## config.mk

```make
export PLATFORM = sky130hd
export DESIGN_NAME = window_3x3_generator
export DESIGN_NICKNAME = d
export VERILOG_FILES = /design/src/rtl/window_3x3_generator.sv
export SDC_FILE = /design/constraint.sdc
export NUM_CORES = 1
export LEC_CHECK = 0
export ABC_CLOCK_PERIOD_IN_PS = 7500
export CAP_MARGIN = 25
export CORE_MARGIN = 3
export CORE_UTILIZATION = 44
export DETAILED_ROUTE_END_ITERATION = 16
export GPL_TIMING_DRIVEN = 0
export PLACE_DENSITY_LB_ADDON = 0.12
export SYNTH_ARGS = -nofsm -noshare
export SYNTH_HDL_FRONTEND = slang
export SYNTH_SLANG_ARGS = --single-unit
```

## constraint.sdc

```tcl
create_clock -name clk -period 7.5 [get_ports clk]
set_clock_uncertainty 0.1 [all_clocks]
set_input_delay 1.5 -clock clk [delete_from_list [all_inputs] [get_ports clk]]
set_output_delay 1.5 -clock clk [all_outputs]
set_load 0.005 [all_outputs]
```

## src/rtl/window_3x3_generator.sv

```systemverilog
// window_3x3_generator
//
// Builds a sliding 3x3 pixel window from a stream of vertical pixel triplets.
// Each accepted triplet is one column of three stacked rows (the line buffers
// upstream supply them). Three 3-deep shift registers hold the latest three
// columns. A registered window is emitted once three columns of the current
// row are present, so a window never straddles two rows.
//
// Parameters
//   IMG_WIDTH  : pixels per row (3..65535)
//   FRAME_ROWS : triplet rows per frame (1..65535)
//   FIRST_ROW  : triplet rows below this index emit no window (line-buffer priming)
//
// Ports
//   clk             : rising-edge clock
//   rst             : synchronous, active-low reset
//   input_pixel_1   : newest row pixel (window bottom row)
//   input_pixel_2   : previous row pixel (window middle row)
//   input_pixel_3   : oldest row pixel (window top row)
//   input_is_valid  : triplet accepted this cycle
//   window_out      : P(r,c) at bits [24k+23:24k], k = 3r+c, r=0 top, c=0 oldest column
//   output_is_valid : window_out / out_row / out_col valid this cycle
//   out_row         : triplet row index of the window
//   out_col         : column index of the window centre
//   frame_done      : one-cycle pulse alongside the last window of a frame

module window_3x3_generator #(
  parameter int unsigned IMG_WIDTH  = 512,
  parameter int unsigned FRAME_ROWS = 512,
  parameter int unsigned FIRST_ROW  = 1
) (
  input  logic         clk,
  input  logic         rst,
  input  logic [23:0]  input_pixel_1,
  input  logic [23:0]  input_pixel_2,
  input  logic [23:0]  input_pixel_3,
  input  logic         input_is_valid,
  output logic [215:0] window_out,
  output logic         output_is_valid,
  output logic [15:0]  out_row,
  output logic [15:0]  out_col,
  output logic         frame_done
);

  localparam logic [15:0] LastCol  = 16'(IMG_WIDTH - 1);
  localparam logic [15:0] LastRow  = 16'(FRAME_ROWS - 1);
  localparam logic [16:0] FirstRow = 17'(FIRST_ROW);

  typedef enum logic [1:0] {
    StIdle,
    StActive,
    StDone
  } state_e;

  state_e state_q, state_d;

  logic [15:0] col_cnt_q, col_cnt_d;
  logic [15:0] row_cnt_q, row_cnt_d;

  // Index [0] is the oldest (leftmost) column, [2] the newest.
  logic [2:0][23:0] top_q, top_d;
  logic [2:0][23:0] mid_q, mid_d;
  logic [2:0][23:0] bot_q, bot_d;

  logic [215:0] window_q, window_d;
  logic         out_valid_q;
  logic [15:0]  out_row_q, out_row_d;
  logic [15:0]  out_col_q, out_col_d;
  logic         frame_done_q;

  logic [15:0] cur_col;
  logic [15:0] cur_row;
  logic        last_col;
  logic        end_frame;
  logic        row_ok;
  logic        emit;
  logic        accept;

  assign accept = input_is_valid;

  always_comb begin
    // Outside ACTIVE the incoming triplet always starts a new frame at (0,0).
    cur_col = (state_q == StActive) ? col_cnt_q : 16'd0;
    cur_row = (state_q == StActive) ? row_cnt_q : 16'd0;

    last_col  = (cur_col == LastCol);
    end_frame = last_col && (cur_row == LastRow);

    // row >= FIRST_ROW written as row + 1 > FIRST_ROW so FIRST_ROW = 0 is not
    // a degenerate unsigned compare.
    row_ok = ({1'b0, cur_row} + 17'd1) > FirstRow;
    emit   = (cur_col >= 16'd2) && row_ok;

    // Shift left: new pixel lands in column 2.
    top_d = {input_pixel_3, top_q[2], top_q[1]};
    mid_d = {input_pixel_2, mid_q[2], mid_q[1]};
    bot_d = {input_pixel_1, bot_q[2], bot_q[1]};

    window_d  = {bot_d, mid_d, top_d};
    out_row_d = cur_row;
    out_col_d = cur_col - 16'd1;

    if (end_frame) begin
      col_cnt_d = 16'd0;
      row_cnt_d = 16'd0;
    end else if (last_col) begin
      col_cnt_d = 16'd0;
      row_cnt_d = cur_row + 16'd1;
    end else begin
      col_cnt_d = cur_col + 16'd1;
      row_cnt_d = cur_row;
    end

    state_d = state_q;
    if (accept) begin
      state_d = end_frame ? StDone : StActive;
    end else if (state_q == StDone) begin
      state_d = StIdle;
    end
  end

  always_ff @(posedge clk) begin
    if (!rst) begin
      state_q      <= StIdle;
      col_cnt_q    <= '0;
      row_cnt_q    <= '0;
      top_q        <= '0;
      mid_q        <= '0;
      bot_q        <= '0;
      window_q     <= '0;
      out_valid_q  <= 1'b0;
      out_row_q    <= '0;
      out_col_q    <= '0;
      frame_done_q <= 1'b0;
    end else begin
      state_q      <= state_d;
      out_valid_q  <= accept && emit;
      frame_done_q <= accept && end_frame;
      if (accept) begin
        col_cnt_q <= col_cnt_d;
        row_cnt_q <= row_cnt_d;
        top_q     <= top_d;
        mid_q     <= mid_d;
        bot_q     <= bot_d;
        window_q  <= window_d;
        out_row_q <= out_row_d;
        out_col_q <= out_col_d;
      end
    end
  end

  assign window_out      = window_q;
  assign output_is_valid = out_valid_q;
  assign out_row         = out_row_q;
  assign out_col         = out_col_q;
  assign frame_done      = frame_done_q;

endmodule

```

==> results of run 1 <==
## registers in the layout, indices dropped and copies added (netlist names)
name and cells:
output_is_valid 1, mid_d 46, top_d 46, window_out 77, bot_d 47, out_row 16, out_col 16, col_cnt_q 16
row_cnt_q 16, state_q 2, frame_done 1
## metal layers
layer  vias up  track usage (%)
met5         -                0
met1      4758             32.0
met3        88             8.62
met4         6             8.11
met2       361             46.7
li1       4865                -
## placed cells by master (no fill, tap or decap), types with 3 or more instances in the layout
cell,count
a211oi_1,5
a21boi_0,5
a21oi_1,60
a311oi_1,3
a31oi_1,3
and2_1,5
and3_1,6
buf_1,24
bufinv_16,4
clkbuf_1,75
clkbuf_16,30
clkbuf_8,9
clkdlybuf4s50_1,323
clkinv_2,3
dfxtp_1,284
ha_1,5
inv_1,10
mux2i_1,219
nand2_1,64
nand3_1,40
nand3b_1,5
nand4_1,6
nand4b_1,3
nor2_1,249
nor3_1,19
nor4_1,10
o211ai_1,4
o21a_1,8
o21ai_0,39
or3_1,6
xnor2_1,11
xor2_1,3
## how the worst max path moves through the flow
stage / start / end
global route: state_q[0] / row_cnt_q[10]
floorplan: state_q[0] / row_cnt_q[10]
CTS: state_q[0] / row_cnt_q[10]
detailed placement: state_q[0] / row_cnt_q[10]
finish: state_q[0] / row_cnt_q[10]
global placement: state_q[0] / row_cnt_q[10]
## stage by stage
step                instance area [um^2]  setup WS (ns)
floorplan                          11300           4.21
global placement                   14900           3.09
detailed placement                 14900           2.99
CTS                                16000           2.99
global route                       16000           2.61
finish                             16000           2.86
## kinds of logic after synthesis
logic type,count (synthesis)
and+or+nand+nor,432
adders and majority gates,5
DFF,284
muxes,220
buffers and inverters,105
xor gates and xnor gates,14
AOI/OAI and AO/OA,149
## final cells by class
cell class	count	area share [%]
sequential	284	35.5
multi-input combinational	820	32.5
clock inverter	9	0.993
timing repair buffer	323	20.2
buffer	94	2.30
tap	330	2.58
clock buffer	46	5.63
inverter	11	0.258
## tightest hold or removal path: stages, from the launching register on
cell and delay [ns]:
dfxtp_1 0.31, nand2_1 0.06, a21oi_1 0.05
## power by group through the flow
| stage | Clock [mW] | Sequential (mW) | Combinational [mW] |
|---|---|---|---|
| floorplan | 0 | 1.63 | 0.153 |
| global placement | 0 | 1.63 | 0.356 |
| detailed placement | 0 | 1.63 | 0.360 |
| CTS | 1.60 | 1.60 | 0.362 |
| global route | 1.65 | 1.61 | 0.386 |
| finish | 1.57 | 1.60 | 0.359 |
==> impl_results.md, run 1 <==
- Top cells by area, synth: dfxtp_1, mux2i_1, nor2_1
- Vias: 10078
- CP max-delay cell: clkbuf_1
- Routed vias/inst: 5.26
- Register Area: 0.00569 mm^2
- Synth cell count leaders: dfxtp_1, nor2_1, mux2i_1, clkbuf_1, nand2_1
- Die Span X: 166 um
- Antenna Nets Post-Route: 0
- Clock network power share: 44.5%
- Pin count of the biggest net entering global routing: 16
- Fin Setup TNS: 0 ns
- Switching Fraction: 23.3%
- Ports: 325
- Worst reg2reg path startpoint: state_q[0]
- CP arrival: 5.03 ns
- DP Cell Count: 1862
- Crit-path cells: nor2b_1, clkbuf_1, clkbuf_1, clkbuf_1, nand2_1, inv_1, ha_1, nand3_1, or3_1, clkbuf_1, nor4_4, nand3b_1, or3_1, o21ai_1
- I/O Buffers: 323
- Crit path top cell by count: clkbuf_1
- Inserted Clock Buffers: 30
- Async SR Flop Fraction: 0%
- RSZ-0062 raised after global routing: no
- Hold_buf cts: 0
- Power, Total: 3.53 mW
- Outcome: finished, final reports clean
- Postcts setup bufs: 0
- Min-delay src: out_row[10]
- First-pass iteration count of the detailed router: 5
- Initial antenna violation count: 3
- Switching power: 824 uW
- Cell Pwr Density: 221 mW/mm^2
- Root Buffer: clkbuf_16
- CP top delay family: buffers and inverters
- Most numerous cell in the Yosys netlist: dfxtp_1
- Critical Path Source Type: flop
- CORE AREA: 0.0252 mm^2
- Flop2flop setup slack: 2.86 ns
- Syn_nets: 1289
- CTS tree: yes
- Synth unique cells: 60
- Post-Synth Simple-Gate Area: 17.0%
- Buffer and inverter count on the worst path: 5
- Clock Latency Late Sink: 0.56 ns
- DRC: 0
- Slew Limit Headroom: 39.9%
- FILL cells: 2149
- Initial core utilization: 44.9%
- Main flop type after synthesis: dfxtp_1
- Synth-to-Final Area Change: 41.7%
- Max incr delay on CP: 0.61 ns
- Final hold vios: 0
- Layout cells sized above 1: 3.84%
- Worst endpoint required time: 7.89 ns
- Clk sinks: 284
- Area of the multi-input gates: 0.00520 mm^2
- MaxCap Viol Count: 0
- Comb power frac: 10.2%
- Drt total wl: 38700 um
- DR WL met3: 3370 um
- Final Cycle Share: 61.9%
- Cell internal pwr: 2.71 mW
- Fin util: 63.5%
- #FFs+latches synth: 284
- Hold Path Depth: 2
- Stages on worst setup path: 14
- Share of total power in sequential cells: 45.3%
- Reg2Reg Depth: 14
- Tmin final: 4.64 ns
- GRT overflow: 0
- Crit Path Max Fanout: 10
- Non-Filler Instances: 1917
- Fin nets: 1644
- RR Endpoint: row_cnt_q[10]
- DR WL/cell: 20.2 um
- Highest Clock Rate: 0.215 GHz
- Vias in the first global route: 9998
- First-pass GRT wire length: 59400 um
- Worst-case hold path end point: out_row[10]
- Actual transition at the worst max-transition pin: 0.901 ns
- Maximum root-to-sink buffer count: 3
- Avg Inst Size Synth: 9.34 um^2
- Crit end category: flop
- Reg clk slew, reported paths: 0.06 ns
- Detailed Route Iter0 Violations: 510
- Mux contribution to synthesized area: 19.5%
- DIE HEIGHT: 166 um
- Placer Congestion: 0.917
- Die area: 0.0276 mm^2
- WS Path Type: reg -> reg
- Hold crit path type: reg -> reg
- ANT cells: 0
- Post-Synth Adder-Cell Area: 0.554%
- Metal-1 WL: 15300 um
- Pins Over Slew Limit: 0
- Mapped Cells: 1209
- Largest family of logic cells by synthesized area: multiplexers
- Highest Signal Layer: met5
- GRT Resource Usage Total: 26.9%
- Max rail drop VDD: 0.159 mV
- Post-synthesis compound-gate area fraction: 7.87%
- Mapped cell area: 0.0113 mm^2
- Largest area contributor in the synthesized netlist: dfxtp_1
- H-tree levels: 1
- Synth warn: 0
- Synth top area share: 50.3%
- Met2 WL: 18800 um
- CTS resizes: 0
- Sequential fraction of the synthesis area: 50.3%
- Worst hold margin: 0.361 ns
- Dpl hpwl: 28700 um
- Post-synth EDFFs: 0
- Leakage Power: 6.36 nW
- Endpoints failing setup: 0
- Cell row count: 58
- XOR/XNOR Fraction of Synth Area: 1.09%
Power figures use the tool's default switching activity.
==> inputs of run 2 (changes only) <==
Settings changed: ABC_CLOCK_PERIOD_IN_PS 7500 to 4750.
Clock period 7.5 ns to 4.75 ns, I/O delays scaled along.
==> run 2 against run 1 <==
  * Die area unchanged
  * First-iteration DRC count decreased by 2.9%
  * Clock power increased by 58%
  * Global-route usage unchanged
  * Worst hold slack got worse by 0.0031 ns
  * Highest routed layer unchanged
  * Total power increased by 58%
  * Utilization about the same
==> impl_results.md, run 2 (same netlist as run 1, synthesis figures left out) <==
- Die area: 0.0276 mm^2 (unchanged)
- WS Path Type: reg -> reg
- Crit path top cell by count: clkbuf_1
- Hold_buf cts: 0 (unchanged)
- DR WL met3: 3270 um (-2.9%)
- Cell Pwr Density: 348 mW/mm^2 (+58%)
- Clk sinks: 284 (unchanged)
- Inserted Clock Buffers: 30 (unchanged)
- Die Span X: 166 um (unchanged)
- Met2 WL: 18800 um (+0.34%)
- RSZ-0062 raised after global routing: no
- Max rail drop VDD: 0.250 mV (+58%)
- Reg clk slew, reported paths: 0.06 ns (about the same)
- Highest Signal Layer: met5
- FILL cells: 2148 (-0.047%)
- Outcome: finished, final reports clean
- Antenna Nets Post-Route: 0 (unchanged)
- I/O Buffers: 323 (unchanged)
- Worst endpoint required time: 5.12 ns (-2.77 ns)
- Register Area: 0.00569 mm^2 (unchanged)
- Fin Setup TNS: 0 ns (unchanged)
- Leakage Power: 6.37 nW (about the same)
- Vias: 10122 (+0.44%)
- DIE HEIGHT: 166 um (unchanged)
- Hold crit path type: reg -> reg
- CP max-delay cell: nor3_1
- H-tree levels: 1 (unchanged)
- DRC: 0 (unchanged)
- Cell row count: 58 (unchanged)
- GRT Resource Usage Total: 26.9% (unchanged)
- CORE AREA: 0.0252 mm^2 (unchanged)
- CP top delay family: simple AND/OR/NAND/NOR gates
- Most common cell after layout, fill and taps aside: clkdlybuf4s50_1
- Crit-path cells: nor2b_1, clkbuf_1, clkbuf_1, buf_1, nand2_1, inv_1, ha_1, and3_1, nand3_1, nor3_1, a21oi_1, a311oi_1
- Detailed Route Iter0 Violations: 495 (-2.9%)
- Dpl hpwl: 28700 um (unchanged)
- Placer Congestion: 0.917 (unchanged)
- CP arrival: 4.76 ns (-0.27 ns)
- CTS tree: yes
- Ports: 325 (unchanged)
- DR WL/cell: 20.2 um (about the same)
- GRT overflow: 0 (unchanged)
- First-pass GRT wire length: 59400 um (unchanged)
- Tmin final: 4.40 ns (-0.246 ns)
- Pin count of the biggest net entering global routing: 16 (unchanged)
- Final Cycle Share: 92.5% (+31 points)
- Max FFs per register: 77 (unchanged)
- Final hold vios: 0 (unchanged)
- Max incr delay on CP: 0.70 ns (+0.09 ns)
- Power, Total: 5.58 mW (+58%)
- Crit Path Max Fanout: 10 (unchanged)
- Initial core utilization: 44.9% (unchanged)
- First-pass iteration count of the detailed router: 6 (+1)
- Flop2flop setup slack: 0.35 ns (-2.50 ns)
- Highest Clock Rate: 0.227 GHz (+5.6%)
- Root Buffer: clkbuf_16
- Pins Over Slew Limit: 0 (unchanged)
- Clock Latency Late Sink: 0.56 ns (about the same)
- Area of the multi-input gates: 0.00520 mm^2 (unchanged)
- Endpoints failing setup: 0 (unchanged)
- Buffer and inverter count on the worst path: 4 (-1)
- Metal-1 WL: 15300 um (+0.40%)
- Maximum root-to-sink buffer count: 3 (unchanged)
- CTS resizes: 0 (unchanged)
- Worst hold margin: 0.358 ns (-0.00311 ns)
- Routed vias/inst: 5.28 (+0.44%)
- Vias in the first global route: 9998 (unchanged)
- Layout cells sized above 1: 3.91% (+0.063 points)
- Slew Limit Headroom: 39.8% (-0.13 points)
- Initial antenna violation count: 3 (unchanged)
- Crit end category: flop
- MaxCap Viol Count: 0 (unchanged)
- Critical Path Source Type: flop
- Fin nets: 1644 (unchanged)
- Synth-to-Final Area Change: 41.7% (about the same)
- Actual transition at the worst max-transition pin: 0.903 ns (+0.00201 ns)
- ANT cells: 0 (unchanged)
- Drt total wl: 38700 um (about the same)
- Most frequent cells in the layout: clkdlybuf4s50_1, dfxtp_1, nor2_1
- Postcts setup bufs: 0 (unchanged)
run 2: cell count changes in the layout (fill, tap and decap cells not counted):
| cell | previous run | this run |
|---|---|---|
| clkbuf_1 | 75 | 74 |
| clkbuf_2 | 0 | 1 |
run 2: area by class of cell:
class	instances	area share (%)
clock buffer	46	5.63
sequential	284	35.5
inverter	11	0.258
buffer	94	2.31
multi-input combinational	820	32.5
timing repair buffer	323	20.2
tap	330	2.58
clock inverter	9	0.993
run 2: per-stage QoR:
step / cells / instance area [um^2] / util (%) / setup WS, ns
5_1_grt: 1917 / 16000 / 63.6 / 0.103
4_1_cts: 1917 / 16000 / 63.5 / 0.235
2_1_floorplan: 1209 / 11300 / - / 1.46
3_3_place_gp: 1862 / 14900 / 59.3 / 0.338
6_report: 1917 / 16000 / 63.6 / 0.354
3_5_place_dp: 1862 / 14900 / 59.3 / 0.240
run 2: tightest hold or removal path, cell delays in order, from the launching register on:
cell,delay [ns]
dfxtp_1,0.30
nand2_1,0.06
a21oi_1,0.05
run 2: path summary, 6_finish.rpt:
check | start | end | depth (start not counted)
max | state_q[0] | row_cnt_q[0] | 12
min | out_row[10] | out_row[10] | 2
max reg2reg | state_q[0] | row_cnt_q[0] | 12
min reg2reg | out_row[10] | out_row[10] | 2
run 2: per-layer routing:
metal  global-route usage [%]  vias to the layer above
met5                        0                        -
met4                     8.11                        6
met3                     8.62                       87
met2                     46.7                      373
met1                     32.0                     4785
li1                         -                     4871
run 2: where the power goes:
group	switching, mW	total, mW	internal, mW
logic	0.273	0.566	0.293
clock network	0.967	2.48	1.52
registers	0.0625	2.53	2.46
total	1.30	5.58	4.27
==> inputs of run 3 (changes only) <==
Settings changed: CORE_UTILIZATION 44 to 48, GPL_TIMING_DRIVEN 0 to default.
==> run 3 against run 2 <==
  * Sequential share of layout area rose by 0.67 points
  * Cell count is 5.0% lower
  * Utilization increased by 5.0 points
  * Die area fell by 8.0%
  * Total power fell by 3.3%
  * Worst hold slack improved by 0.0087 ns
  * Non-clock buffer count down 83
  * Register-to-register slack gained 1.2 ns
  * Combinational power fell by 6.2%
  * Via count down 5.3%
  * Largest power group unchanged
==> impl_results.md, run 3 (same netlist as run 1, synthesis figures left out) <==
- Max FFs per register: 77 (unchanged)
- CORE AREA: 0.0229 mm^2 (-9.0%)
- Synth-to-Final Area Change: 39.0%
- Pins Over Slew Limit: 0 (unchanged)
- Switching power: 1.27 mW (-2.3%)
- Highest Clock Rate: 0.309 GHz (+36%)
- Max incr delay on CP: 0.46 ns (-0.24 ns)
- Dpl hpwl: 22400 um (-22%)
- GRT met1 Usage: 29.2% (-2.8 points)
- Tmin final: 3.24 ns (-1.16 ns)
- Clock Latency Late Sink: 0.56 ns (about the same)
- Worst endpoint required time: 5.14 ns (+0.02 ns)
- Drt total wl: 32900 um (-15%)
- Endpoints failing setup: 0 (unchanged)
- Share of total power in sequential cells: 46.8% (+1.5 points)
- Met3 usage in global routing: 9.16% (+0.54 points)
- Die area: 0.0254 mm^2 (-8.0%)
- Clock network power share: 43.3% (-1.2 points)
- Root Buffer: clkbuf_16
- DRC: 0 (unchanged)
- Placer Congestion: 0.892 (-2.7%)
- Leakage Power: 6.30 nW (-1.0%)
- Maximum root-to-sink buffer count: 3 (unchanged)
- Comb power frac: 9.8% (-0.4 points)
- Worst hold margin: 0.367 ns (+0.00871 ns)
- H-tree levels: 1 (unchanged)
- Switching Fraction: 23.6% (+0.25 points)
- Cell Pwr Density: 343 mW/mm^2 (-1.5%)
- Cell internal pwr: 4.12 mW (-3.6%)
- CTS tree: yes
- Reg clk slew, reported paths: 0.07 ns (about the same)
- Fin worst setup slack: 1.51 ns (+1.16 ns)
- Fin nets: 1561 (-5.0%)
- Hold crit path type: reg -> reg
- Slew Limit Headroom: 33.9% (-5.9 points)
- Antenna Nets Post-Route: 0 (unchanged)
- Crit end category: flop
- I/O Buffers: 324 (+0.31%)
- Postcts setup bufs: 0 (unchanged)
- GRT met2 Usage: 41.9% (-4.8 points)
- MaxCap Viol Count: 0 (unchanged)
- First-pass iteration count of the detailed router: 6 (unchanged)
- Layout cells sized above 1: 5.05% (+1.1 points)
- FILL cells: 1837 (-14%)
- Die Span X: 159 um (-4.1%)
- Hold Path Depth: 2 (unchanged)
- Worst slack, placed: 1.57 ns (+1.33 ns)
- DIE HEIGHT: 159 um (-4.1%)
- Register Area: 0.00569 mm^2 (unchanged)
- Final hold vios: 0 (unchanged)
- Critical Path Source Type: flop
- Vias in the first global route: 9257 (-7.4%)
- Global route hottest layer: met2
- Reg2Reg Depth: 11 (-1)
- WS Path Type: reg -> reg
- GRT Resource Usage Total: 24.6% (-2.3 points)
- Area of the multi-input gates: 0.00521 mm^2 (+0.14%)
- CTS resizes: 0 (unchanged)
- DR WL/cell: 18.1 um (-11%)
- Hold_buf cts: 0 (unchanged)
- Routed vias/inst: 5.26 (-0.30%)
- Crit-path cells: nor2b_4, buf_4, nand2_1, inv_1, ha_1, and3_1, nand3_1, nor4_4, nand3b_1, or3_1, o21ai_1
- CP arrival: 3.63 ns (-1.13 ns)
- Outcome: finished, final reports clean
- Initial antenna violation count: 5 (+2)
- Inserted Clock Buffers: 30 (unchanged)
- Most frequent cells in the layout: clkdlybuf4s50_1, dfxtp_1, nor2_1
- GRT overflow: 0 (unchanged)
- First-pass GRT wire length: 51500 um (-13%)
- Crit Path Max Fanout: 23 (+13)
- CP max-delay cell: nor4_4
- Clk sinks: 284 (unchanged)
- Cell row count: 55 (-5.2%)
- Ports: 325 (unchanged)
- Final Cycle Share: 68.2% (-24 points)
- Pin count of the biggest net entering global routing: 160 (+144)
- Vias: 9586 (-5.3%)
- RSZ-0062 raised after global routing: no
- Fin Setup TNS: 0 ns (unchanged)
- Actual transition at the worst max-transition pin: 0.991 ns (+0.0878 ns)
- Most common cell after layout, fill and taps aside: clkdlybuf4s50_1
- Detailed Route Iter0 Violations: 614 (+24%)
- Max rail drop VDD: 0.325 mV (+30%)
- Initial core utilization: 49.3% (+4.4 points)
## run 3: changes by cell type in the layout (fill, tap and decap cells not counted), sizes merged
| cell | previous run | this run |
|---|---|---|
| diode | 0 | 3 |
| clkinv | 5 | 12 |
| bufinv | 4 | 2 |
| clkbuf | 114 | 40 |
| clkinvlp | 1 | 2 |
| inv | 10 | 11 |
| buf | 26 | 11 |
## run 3: path summary, 6_finish.rpt
path	from	endpoint	slack, ns
min reg2reg	out_row[1]	out_row[1]	0.37
max	state_q[0]	row_cnt_q[10]	1.51
max reg2reg	state_q[0]	row_cnt_q[10]	1.51
min	out_row[1]	out_row[1]	0.37
## run 3: critical path: cells and delay by family, from the launching register on
family / cells / cell delay [ns]
buf+inv: 2 / 0.43
flops: 1 / 0.44
compound gates: 1 / 0.07
fa+ha+maj: 1 / 0.21
simple gates: 7 / 1.93
## run 3: cell type report
type	count	area share, %
clock inverters	16	0.932
flip-flops and latches	284	36.2
repair buffers	334	21.4
inverters	11	0.311
well taps	313	2.49
clock buffers	40	5.40
multi-input cells	820	33.2
diodes	3	0.0478
## run 3: power groups by stage
stage	logic, mW	registers (mW)	clock network (mW)
after detailed placement	0.530	2.57	0
after floorplan	0.242	2.57	0
final	0.531	2.52	2.34
after global placement	0.525	2.57	0
after global routing	0.571	2.53	2.47
after CTS	0.534	2.52	2.38
## run 3: per-layer routing
layer / vias up / wire (um)
met5: - / 18
met2: 300 / 16000
met4: 4 / 755
met1: 4529 / 13100
li1: 4707 / -
met3: 46 / 2940
## run 3: stage by stage
stage                     instance area (um^2)  total power [mW]  util, %  std cells
final                                    15700              5.39     68.5       1821
after global routing                     15700              5.58     68.5       1821
after CTS                                15700              5.43     68.4       1817
after detailed placement                 14700              3.10     64.1       1761
after global placement                   14700              3.10     64.0       1760
after floorplan                          11300              2.81        -       1209
